**config.mk**
```make
export PLATFORM = sky130hd
export DESIGN_NAME = ex_alu_seq
export DESIGN_NICKNAME = d
export VERILOG_FILES = /design/src/rtl/ex_alu_seq.sv
export SDC_FILE = /design/constraint.sdc
export NUM_CORES = 1
export LEC_CHECK = 0
export BUFFER_PORTS_ARGS = -buffer_cell sky130_fd_sc_hd__buf_2
export CAP_MARGIN = 20
export CORE_AREA = 2 2 142 144
export CTS_BUF_LIST = sky130_fd_sc_hd__clkbuf_4
export CTS_CLUSTER_SIZE = 30
export DETAILED_ROUTE_END_ITERATION = 7
export DIE_AREA = 0 0 144 146
export PLACE_DENSITY = 0.77
export SETUP_SLACK_MARGIN = 0.05
export SLEW_MARGIN = 25
export SYNTH_ARGS = -nofsm -noshare
export SYNTH_HDL_FRONTEND = slang
export SYNTH_SLANG_ARGS = --single-unit
export TNS_END_PERCENT = 50
```
**constraint.sdc**
```tcl
create_clock -name clk -period 5.45 [get_ports clk]
set_input_delay 1.09 -clock clk [delete_from_list [all_inputs] [get_ports clk]]
set_output_delay 1.09 -clock clk [all_outputs]
set_load 0.02 [all_outputs]
```
**src/rtl/ex_alu_seq.sv**
```systemverilog
// Execute-stage ALU for RV32I integer ops. Single-cycle results for
// everything except shifts; shifts use a 1-bit-per-cycle iterative
// shifter and stall the ID/EX register through in_ready_o.
module ex_alu_seq #(
  parameter int XLEN    = 32,
  parameter int SHAMT_W = 5
) (
  input  logic               clk,
  input  logic               rst,
  input  logic               flush_i,
  input  logic               in_valid_i,
  output logic               in_ready_o,
  input  logic [6:0]         opcode_i,
  input  logic [4:0]         rd_i,
  input  logic [2:0]         funct3_i,
  input  logic [6:0]         funct7_i,
  input  logic [XLEN-1:0]    imm_i,
  input  logic [XLEN-1:0]    rs1_data_i,
  input  logic [XLEN-1:0]    rs2_data_i,
  output logic               wb_valid_o,
  output logic               wb_we_o,
  output logic [4:0]         wb_rd_o,
  output logic [XLEN-1:0]    wb_data_o,
  output logic               illegal_o,
  output logic               busy_o
);

  localparam logic [6:0] OPC_OP     = 7'b0110011;
  localparam logic [6:0] OPC_OP_IMM = 7'b0010011;
  localparam logic [6:0] OPC_LUI    = 7'b0110111;

  typedef enum logic {IDLE, SHIFT} state_t;

  state_t               state_reg;
  logic [XLEN-1:0]      acc_reg;
  logic [SHAMT_W-1:0]   cnt_reg;
  logic [4:0]           sh_rd_reg;
  logic                 sh_left_reg;
  logic                 sh_arith_reg;
  logic                 wb_valid_reg;
  logic                 wb_we_reg;
  logic [4:0]           wb_rd_reg;
  logic [XLEN-1:0]      wb_data_reg;
  logic                 illegal_reg;
  logic                 busy_reg;

  logic                 is_op;
  logic                 is_op_imm;
  logic                 is_lui;
  logic                 supported;
  logic                 is_shift;
  logic                 accept;
  logic [XLEN-1:0]      op_b;
  logic [SHAMT_W-1:0]   shamt;
  logic [XLEN-1:0]      alu_result;
  logic [XLEN-1:0]      shl_next;
  logic [XLEN-1:0]      shr_next;
  logic [XLEN-1:0]      shift_next;

  // Only funct7[5] selects SUB/SRA; the rest of the field is don't-care.
  logic unused_funct7;
  assign unused_funct7 = &{1'b0, funct7_i[6], funct7_i[4:0]};

  assign in_ready_o = (state_reg == IDLE);
  assign accept     = in_valid_i & in_ready_o & ~flush_i;

  assign is_op     = (opcode_i == OPC_OP);
  assign is_op_imm = (opcode_i == OPC_OP_IMM);
  assign is_lui    = (opcode_i == OPC_LUI);
  assign supported = is_op | is_op_imm | is_lui;
  assign is_shift  = (is_op | is_op_imm) & (funct3_i[1:0] == 2'b01);

  // OP uses rs2 for both operand B and the shift amount; OP-IMM uses imm.
  assign op_b  = is_op ? rs2_data_i : imm_i;
  assign shamt = op_b[SHAMT_W-1:0];

  // Single-cycle result; shifts that reach here have shamt=0 and return rs1.
  always_comb begin
    alu_result = rs1_data_i;
    case (funct3_i)
      3'b000:  alu_result = (is_op & funct7_i[5]) ? rs1_data_i - op_b
                                                  : rs1_data_i + op_b;
      3'b010:  alu_result = {{(XLEN-1){1'b0}}, $signed(rs1_data_i) < $signed(op_b)};
      3'b011:  alu_result = {{(XLEN-1){1'b0}}, rs1_data_i < op_b};
      3'b100:  alu_result = rs1_data_i ^ op_b;
      3'b110:  alu_result = rs1_data_i | op_b;
      3'b111:  alu_result = rs1_data_i & op_b;
      default: alu_result = rs1_data_i;
    endcase
    if (is_lui) alu_result = imm_i;
  end

  // One-bit shift step of the accumulator, built per bit.
  generate
    for (genvar gi = 0; gi < XLEN; gi++) begin : g_shift_bit
      if (gi == 0) begin : g_lsb
        assign shl_next[gi] = 1'b0;
      end else begin : g_lsb_n
        assign shl_next[gi] = acc_reg[gi-1];
      end
      if (gi == XLEN-1) begin : g_msb
        assign shr_next[gi] = sh_arith_reg & acc_reg[XLEN-1];
      end else begin : g_msb_n
        assign shr_next[gi] = acc_reg[gi+1];
      end
    end
  endgenerate

  assign shift_next = sh_left_reg ? shl_next : shr_next;

  // Control FSM, shifter state and registered writeback outputs.
  always_ff @(posedge clk) begin
    if (rst) begin
      state_reg    <= IDLE;
      acc_reg      <= '0;
      cnt_reg      <= '0;
      sh_rd_reg    <= '0;
      sh_left_reg  <= 1'b0;
      sh_arith_reg <= 1'b0;
      wb_valid_reg <= 1'b0;
      wb_we_reg    <= 1'b0;
      wb_rd_reg    <= '0;
      wb_data_reg  <= '0;
      illegal_reg  <= 1'b0;
      busy_reg     <= 1'b0;
    end else begin
      wb_valid_reg <= 1'b0;
      wb_we_reg    <= 1'b0;
      illegal_reg  <= 1'b0;
      if (flush_i) begin
        // Kill any in-flight shift; nothing completes on a flush edge.
        state_reg <= IDLE;
        busy_reg  <= 1'b0;
      end else begin
        case (state_reg)
          IDLE: begin
            if (accept) begin
              if (is_shift && (shamt != '0)) begin
                acc_reg      <= rs1_data_i;
                cnt_reg      <= shamt;
                sh_rd_reg    <= rd_i;
                sh_left_reg  <= ~funct3_i[2];
                sh_arith_reg <= funct3_i[2] & funct7_i[5];
                state_reg    <= SHIFT;
                busy_reg     <= 1'b1;
              end else begin
                wb_valid_reg <= 1'b1;
                wb_rd_reg    <= rd_i;
                wb_data_reg  <= supported ? alu_result : '0;
                wb_we_reg    <= supported & (rd_i != 5'd0);
                illegal_reg  <= ~supported;
              end
            end
          end
          SHIFT: begin
            acc_reg <= shift_next;
            cnt_reg <= cnt_reg - 1'b1;
            if (cnt_reg == SHAMT_W'(1)) begin
              wb_valid_reg <= 1'b1;
              wb_rd_reg    <= sh_rd_reg;
              wb_data_reg  <= shift_next;
              wb_we_reg    <= (sh_rd_reg != 5'd0);
              state_reg    <= IDLE;
              busy_reg     <= 1'b0;
            end
          end
          default: state_reg <= IDLE;
        endcase
      end
    end
  end

  assign wb_valid_o = wb_valid_reg;
  assign wb_we_o    = wb_we_reg;
  assign wb_rd_o    = wb_rd_reg;
  assign wb_data_o  = wb_data_reg;
  assign illegal_o  = illegal_reg;
  assign busy_o     = busy_reg;

endmodule

```
Yosys cells after proc, flatten, opt, wreduce, memory -nomap -nowiden --
Cells that the tools add are included.
Operators by class: add/sub/neg operators 3, $lt $le $gt $ge 2, equal/unequal tests 14, mux-type cells 36, bitwise operators 17, reductions and logical operators 11
Operators with widths (number):
- $mux W32 | 10
- $pmux W32 S6 | 1
- $pmux W32 S2 | 2
- $lt A32 B32 Y1 | 2
- $add A32 B32 Y32 | 1
- $and A32 B32 Y32 | 1
- $or A32 B32 Y32 | 1
- $sub A32 B32 Y32 | 1
- $xor A32 B32 Y32 | 1
- $mux W5 | 5
- $pmux W5 S2 | 2
- $reduce_bool A5 Y1 | 3
- $eq A7 B6 Y1 const B | 2
- $mux W1 | 12
- $eq A3 B3 Y1 const B | 3
- $pmux W1 S2 | 4
- $reduce_and A4 Y1 | 2
- $and A1 B1 Y1 | 7
- $eq A7 B5 Y1 const B | 1
- $eq A3 B2 Y1 const B | 2
- $ne A2 B1 Y1 const B | 3
- $reduce_and A3 Y1 | 2
- $eq A5 B1 Y1 const B | 1
- $not A1 Y1 | 5
- other kinds (8) | 9
Word-level totals: flip-flop bits (word level) 86, input port bits 122, word-level logic and storage cells 95

Depth between registers and ports, before layout --
Gate-level depths: netlist of the first run.
depth after elaboration 10, gate-level depth with buffers 17, gate-level depth less buffers 16

Worst setup path after synthesis of the first run --
OpenSTA, ideal clock, no wires.
path type input -> register, start input port opcode_i[2], end register wb_data_reg[25], in the netlist wb_data_o[25], library setup time 116 ps, arrival 5164 ps, data required time 5334 ps, slack 169 ps, stages on the path 16, buffers on the path 3, path through or3b_2 > nor2_1 > clkbuf_1 > clkbuf_1 > mux2_2 > inv_1 > ha_1 > clkbuf_1 > nor4_1 > nand2_1 > nor4_1 > o21ai_0 > a311oi_1 > a31oi_1 > xnor2_1 > a31o_2
Between the ends: cells in the longest elaborated chain, start to end 10, elaborated cells on any way between the ends 24
Ends and longest elaborated chain:
- start: declaration | RTL line 13 | input logic [6:0] opcode_i,
- $eq A7 B6 Y1 | RTL line 67 | assign is_op = (opcode_i == OPC_OP);
- $mux W32 | RTL line 74 | assign op_b = is_op ? rs2_data_i : imm_i;
- $add A32 B32 Y32 / $sub A32 B32 Y32 (equally long branches) | RTL line 82, 81
- $mux W32 | RTL line 81 | 3'b000: alu_result = (is_op & funct7_i[5]) ? rs1_data_i - op_b
- $pmux W32 S6 | RTL line 80 | case (funct3_i)
- $mux W32 | RTL line 90 | if (is_lui) alu_result = imm_i;
- $mux W32 | RTL line 149 | wb_data_reg <= supported ? alu_result : '0;
- $mux W32 | RTL line 138 | if (is_shift && (shamt != '0)) begin
- $mux W32 | RTL line 137 | if (accept) begin
- $pmux W32 S2 | RTL line 135 | case (state_reg)
- end signal: assignment | RTL line 149
- end signal: assignment | RTL line 161 | wb_data_reg <= shift_next;
- end: declaration | RTL line 43 | logic [XLEN-1:0] wb_data_reg;
Parallel ways exist; a longest one is shown, timed or not. The select of a mux whose other input is x is not followed. A chain may end at the register's enable or synchronous reset.

Worst setup path after layout of the first run --
start input port opcode_i[2], end register wb_data_reg[0], in the netlist wb_data_o[0]
The elaborated chain is that of the path after synthesis.

==> flow_summary.json, run 1 <==
{
  "outcome": "complete, no violations",
  "syn_to_final_growth_pct": 13.1,
  "grt_pass1_vias": 11299,
  "fin_crit_ns": 4.96,
  "use_met1_pct": 48.9,
  "synthesis.nets": 1706,
  "grt_util_met2_pct": 56.0,
  "cellLeakagePower_nw": 5.00,
  "cts_root_buffer": "clkbuf_4",
  "intPower_mw": 1.18,
  "synth_warnings": 0,
  "clock_skew_ns": 0.0253,
  "crit_required_ns": 5.84,
  "p_comb_share_pct": 40.8,
  "fin_setup_tns_ns": 0,
  "period_share_pct": 91.0,
  "htreeDepth": 3,
  "rsz0062_at_grt": "no",
  "drt_first_pass_iters": 6,
  "p_switching_mw": 0.755,
  "synth.avg_cell_area_sq_um": 6.93,
  "synth-compound-area-share_pct": 30.9,
  "synth_ff_type": "dfxtp_1",
  "synth_fa_ha_area_share_pct": 12.3,
  "grt_max_degree": 70,
  "hold_buffers": 0,
  "io_pins": 164,
  "total_power_mw": 1.94,
  "holdCritPathClass": "reg -> reg",
  "nNetsFinal": 1829,
  "cap_violations": 0,
  "ant_nets": 0,
  "synthXorXnorAreaFrac_pct": 2.98,
  "synth-simple-area-share_pct": 21.0,
  "grt_use_met3_pct": 6.78,
  "drv_slew": 0,
  "cts_buffers": 9,
  "die_x_microns": 144,
  "dr.first_iter.drc_count": 1155,
  "power_frac_clock_pct": 25.7,
  "critPathKind": "in -> reg",
  "syn-cell-area_sq_um": 10300,
  "synth_seq_cells": 86,
  "yosys-top-cells-area": "dfxtp_1 (17%), ha_1 (12%), a21oi_1 (6.3%)",
  "nFillCells": 1917,
  "synthArstFlopShare_pct": 0,
  "crit_arrival_ns": 5.35,
  "power_density_nw_per_um2": 166,
  "clock_sinks": 86,
  "seq_area_frac_synth_pct": 16.7,
  "coreArea_sq_um": 19300,
  "yosysMostFrequentCell": "nand2_1",
  "synth_common_cells": "nand2_1 (173), nor2_1 (163), a21oi_1 (130)",
  "die_area_sq_um": 21000,
  "top_usage_layer": "met2",
  "synth_top_family_by_area": "compound AO/OA/AOI/OAI gates",
  "path_clk_slew_ns": 0.16,
  "dp_hpwl_microns": 29200,
  "cts_tree": "built",
  "cts_setup_buffers": 0,
  "drive_above_1_share_pct": 17.9,
  "fmax_mhz": 202,
  "worstSetupStartpointType": "input pin",
  "cp_max_fo": 18,
  "placementRows": 51,
  "power_frac_seq_pct": 33.5,
  "cts_resized": 0,
  "gr-total-overflow": 0,
  "slew_headroom_pct": 33.7,
  "tightest_slew_ns": 0.987,
  "ys_types": 78,
  "switching_share_pct": 39.0,
  "synth_edf_count": 0,
  "antenna_found_initial": 3,
  "vdd_drop_max_mv": 0.0797,
  "vias": 11964,
  "r2r_start": "state_reg$_SDFF_PP0_",
  "gp_congestion": 1.04,
  "hold_viol": 0,
  "hp-start": "cnt_reg[1]$_SDFFE_PP0P_",
  "post_drt_wl_per_cell_microns": 20.7,
  "clkLatencyLatePin_ns": 0.48,
  "routed_via_density": 6.37,
  "track_usage_pct": 36.2,
  "yosys.area.top_type": "dfxtp_1",
  "grt_pass1_wl_microns": 60300,
  "synthCells": 1484,
  "worstSetupStartpoint": "opcode_i[2]",
  "route.detailed.drc": 0,
  "cts_buffer_depth": 2,
  "routed_wl_microns": 38900,
  "die_h_microns": 146,
  "synth_top_area_share_pct": 16.7,
  "report.final.setup_viol": 0,
  "initial_utilization_pct": 53.2,
  "endpoint_kind": "flop",
  "port_buffers": 157,
  "synth_mux_area_share_pct": 8.00
}
==> metal layers <==
metal,part of all wire [%],vias up
met2,44,628
met5,0.051,-
li1,-,5588
met4,4.6,2
met3,9.9,147
met1,42,5599
==> final cells by class <==
| cell class | count | area (sq um) | area share, % |
|---|---|---|---|
| antenna | 2 | 5.00 | 0.0430 |
| clock inverter | 7 | 126 | 1.09 |
| tap | 265 | 332 | 2.85 |
| clock buffer | 9 | 67.6 | 0.581 |
| multi-input combinational | 1182 | 7750 | 66.6 |
| timing repair buffer | 207 | 1170 | 10.1 |
| sequential | 86 | 1720 | 14.8 |
| inverter | 121 | 454 | 3.90 |
==> kinds of logic after synthesis <==
family                   Yosys count
flip-flops                        86
buffers and inverters            216
XOR/XNOR                          35
adder cells (fa/ha/maj)          100
AND/OR/NAND/NOR                  483
AO/OA/AOI/OAI                    488
multiplexers                      76
==> metrics by stage <==
step / hold WS (ns) / util (%) / area [sq um] / std cells / worst slack [ns]
2_1_floorplan: 0.439 / - / 10300 / 1484 / 0.169
6_report: 0.479 / 60.2 / 11600 / 1879 / 0.488
3_3_place_gp: 0.451 / 59.1 / 11400 / 1861 / 0.193
5_1_grt: 0.499 / 60.2 / 11600 / 1878 / 0.219
3_5_place_dp: 0.461 / 59.1 / 11400 / 1861 / 0.150
4_1_cts: 0.482 / 60.1 / 11600 / 1877 / 0.642
==> path summary, 6_finish.rpt <==
kind              cells past startpoint                   endpoint  slack, ns
setup reg to reg                      9    cnt_reg[2]$_SDFFE_PP0P_       1.44
hold / removal                        2    cnt_reg[1]$_SDFFE_PP0P_       0.48
setup / recovery                     16  wb_data_o[0]$_SDFFE_PP0P_       0.49
hold reg to reg                       2    cnt_reg[1]$_SDFFE_PP0P_       0.48
==> cells in the final DEF, fill, tap and decap left out, drive strengths merged, types with 11 or more instances in the layout <==
master    n
buf     207
nand2   173
nor2    163
a21oi   130
inv     121
ha       98
o21ai    92
dfxtp    86
mux2     50
a211oi   38
nor3     36
o22ai    34
nand3    33
xnor2    33
o211ai   29
mux2i    26
a311oi   17
a31oi    16
a22oi    15
o31a     14
a21boi   13
a21o     11
==> critical path, cell delays in order <==
cell and delay [ns]:
buf_2 0.13, or3b_2 0.52, nor2_4 0.17, buf_4 0.35, mux2_2 0.41, inv_1 0.08, ha_1 0.24, nand2b_1 0.13
a21oi_1 0.08, o41ai_1 0.63, a2111oi_0 0.28, o211ai_1 0.28, nand2_1 0.21, a311oi_1 0.37, o31ai_1 0.11, a311oi_1 0.24
==> power by group through the flow <==
stage	sequential, mW	combinational [mW]	clock [mW]
global placement	0.662	0.756	0
CTS	0.648	0.767	0.499
floorplan	0.675	0.495	0
detailed placement	0.662	0.763	0
finish	0.649	0.790	0.497
global route	0.650	0.860	0.518
Note: power is estimated with default switching activity, not from simulation.
==> inputs of run 2 (changes only) <==
ABC_AREA = 1   (was default)
BUFFER_PORTS_ARGS = default   (was -buffer_cell sky130_fd_sc_hd__buf_2)
CORE_AREA = 2 2 140 142   (was 2 2 142 144)
DIE_AREA = 0 0 142 144   (was 0 0 144 146)
DONT_BUFFER_PORTS = 1   (was default)
PLACE_DENSITY = 0.78   (was 0.77)
SETUP_SLACK_MARGIN = default   (was 0.05)
==> run 2 against run 1 <==
Design area down 0.38%. Combinational power down 3.9%. Worst hold slack worse by 0.011 ns. Clock skew down 0.010 ns. Fmax up 17%. Routed wire length up 2.8%. Critical path type unchanged. Largest cell class unchanged. Highest routed layer is now met4.
==> flow_summary.json, run 2 <==
{
  "synth.avg_cell_area_sq_um": 5.31,
  "port_buffers": 0,
  "dr.first_iter.drc_count": 1348,
  "initial_utilization_pct": 59.4,
  "cap_violations": 0,
  "fmax_mhz": 235,
  "htreeDepth": 3,
  "cts_tree": "built",
  "slew_headroom_pct": 34.2,
  "setup_ws_ns": 1.20,
  "cts_buffers": 9,
  "clock_sinks": 86,
  "cts_root_buffer": "clkbuf_4",
  "io_pins": 164,
  "total_power_mw": 1.84,
  "vdd_drop_max_mv": 0.203,
  "report.final.setup_viol": 0,
  "mostFrequentLayoutCells": "nand2_1 (603), nor2_1 (352), inv_1 (321), a21oi_1 (190), o21ai_0 (132)",
  "vias": 13364,
  "synthArstFlopShare_pct": 0,
  "ys_types": 41,
  "synthCells": 2134,
  "syn-cell-area_sq_um": 11300,
  "coreArea_sq_um": 19100,
  "drive_above_1_share_pct": 2.59,
  "grt_max_degree": 68,
  "syn_to_final_growth_pct": 2.27,
  "synth_warnings": 0,
  "worstSetupStartpointType": "input pin",
  "routed_via_density": 5.76,
  "gr-total-overflow": 0,
  "synth_top_area_share_pct": 20.0,
  "track_usage_pct": 37.8,
  "cts_resized": 0,
  "die_x_microns": 142,
  "dp_slack_ns": 0.865,
  "holdCritPathClass": "reg -> reg",
  "nNetsFinal": 2299,
  "die_h_microns": 144,
  "routed_wl_microns": 40000,
  "cp_max_fo": 29,
  "placementRows": 51,
  "tightest_slew_ns": 0.987,
  "endpoint_kind": "flop",
  "ant_nets": 0,
  "synthesis.nets": 2356,
  "rsz0062_at_grt": "no",
  "post_drt_wl_per_cell_microns": 17.2,
  "clock_skew_ns": 0.0149,
  "seq_area_frac_synth_pct": 15.2,
  "grt_pass1_wl_microns": 60700,
  "period_share_pct": 78.0,
  "clkLatencyLatePin_ns": 0.44,
  "yosys-top-cells-area": "nand2_1 (20%), dfxtp_1 (15%), nor2_1 (12%)",
  "cellLeakagePower_nw": 6.44,
  "drt_first_pass_iters": 6,
  "power_density_nw_per_um2": 159,
  "fin_crit_ns": 4.25,
  "critPathKind": "in -> reg",
  "cts_setup_buffers": 0,
  "fin_setup_tns_ns": 0,
  "grt_pass1_vias": 11678,
  "cts_buffer_depth": 2,
  "hold_buffers": 0,
  "dp_hpwl_microns": 31800,
  "synth_edf_count": 0,
  "die_area_sq_um": 20400,
  "path_clk_slew_ns": 0.14,
  "hold_viol": 0,
  "drv_slew": 0,
  "synth_seq_cells": 86,
  "antenna_found_initial": 1,
  "gp_congestion": 1.00,
  "outcome": "complete, no violations",
  "route.detailed.drc": 0,
  "layout_commonest_cell": "nand2_1",
  "yosysMostFrequentCell": "nand2_1",
  "synth_common_cells": "nand2_1 (603), nor2_1 (355), inv_1 (321)",
  "yosys.area.top_type": "nand2_1",
  "whs_ns": 0.468,
  "crit_arrival_ns": 4.64,
  "synth_ff_type": "dfxtp_1",
  "crit_required_ns": 5.84
}
## run 2: final timing paths
path / from / end / slack, ns / cells past startpoint
min reg2reg: sh_rd_reg[4]$_SDFFE_PP0P_ / sh_rd_reg[4]$_SDFFE_PP0P_ / 0.47 / 2
min: sh_rd_reg[4]$_SDFFE_PP0P_ / sh_rd_reg[4]$_SDFFE_PP0P_ / 0.47 / 2
max: opcode_i[1] / wb_data_o[0]$_SDFFE_PP0P_ / 1.20 / 22
max reg2reg: state_reg$_SDFF_PP0_ / cnt_reg[0]$_SDFFE_PP0P_ / 3.15 / 9
## run 2: area by class of cell
cell class,instances,area [sq um]
multi-input combinational,1633,8040
fill,2040,7490
sequential,86,1720
inverter,329,1230
tap,238,298
timing repair buffer,18,135
clock inverter,6,86.3
clock buffer,10,75.1
antenna,1,2.50
## run 2: worst max-delay path, cell delays in order
cell and delay [ns]:
nand2_1 0.07, nor2_2 0.17, nand3_2 0.11, inv_2 0.43
nor2_1 0.08, nor2_1 0.22, inv_1 0.10, ha_1 0.45
inv_1 0.13, a21oi_1 0.35, o21ai_0 0.18, a21oi_1 0.22
nor2_1 0.06, nor2_1 0.14, nand2_1 0.19, o21ai_0 0.19
inv_1 0.05, nand2_1 0.05, nand2_1 0.05, nand2_1 0.08
nand2_1 0.08, a21oi_1 0.12
## run 2: cell families (layout without fill, tap and decap cells)
kind of cell | Yosys count | count (layout) | synth area share [%]
AOI/OAI and AO/OA | 399 | 399 | 18.9
xor gates and xnor gates | 19 | 19 | 1.47
adders and majority gates | 100 | 100 | 11.2
buffers and inverters | 415 | 363 | 14.0
DFF | 86 | 86 | 15.2
other | 0 | 1 | 0
and+or+nand+nor | 1115 | 1115 | 39.2
## run 2: power by group
| group | leakage, nW | total [mW] | internal [mW] | switching [mW] |
|---|---|---|---|---|
| logic | 5.66 | 0.759 | 0.239 | 0.520 |
| clock network | 0.0864 | 0.409 | 0.190 | 0.219 |
| registers | 0.697 | 0.669 | 0.642 | 0.0268 |
## run 2: metrics by stage
stage               util (%)  area (sq um)  cells
floorplan                  -         11300   2134
global placement        59.9         11400   2304
detailed placement      59.9         11400   2304
CTS                     60.7         11600   2320
global route            60.7         11600   2321
finish                  60.7         11600   2321
## run 2: routing by layer
metal	share of wire, %	global-route usage (%)	up-vias
met1	43	53.6	5969
met5	0	0	-
met3	12	7.91	80
met2	42	57.9	723
li1	-	-	6592
met4	2.8	11.3	0
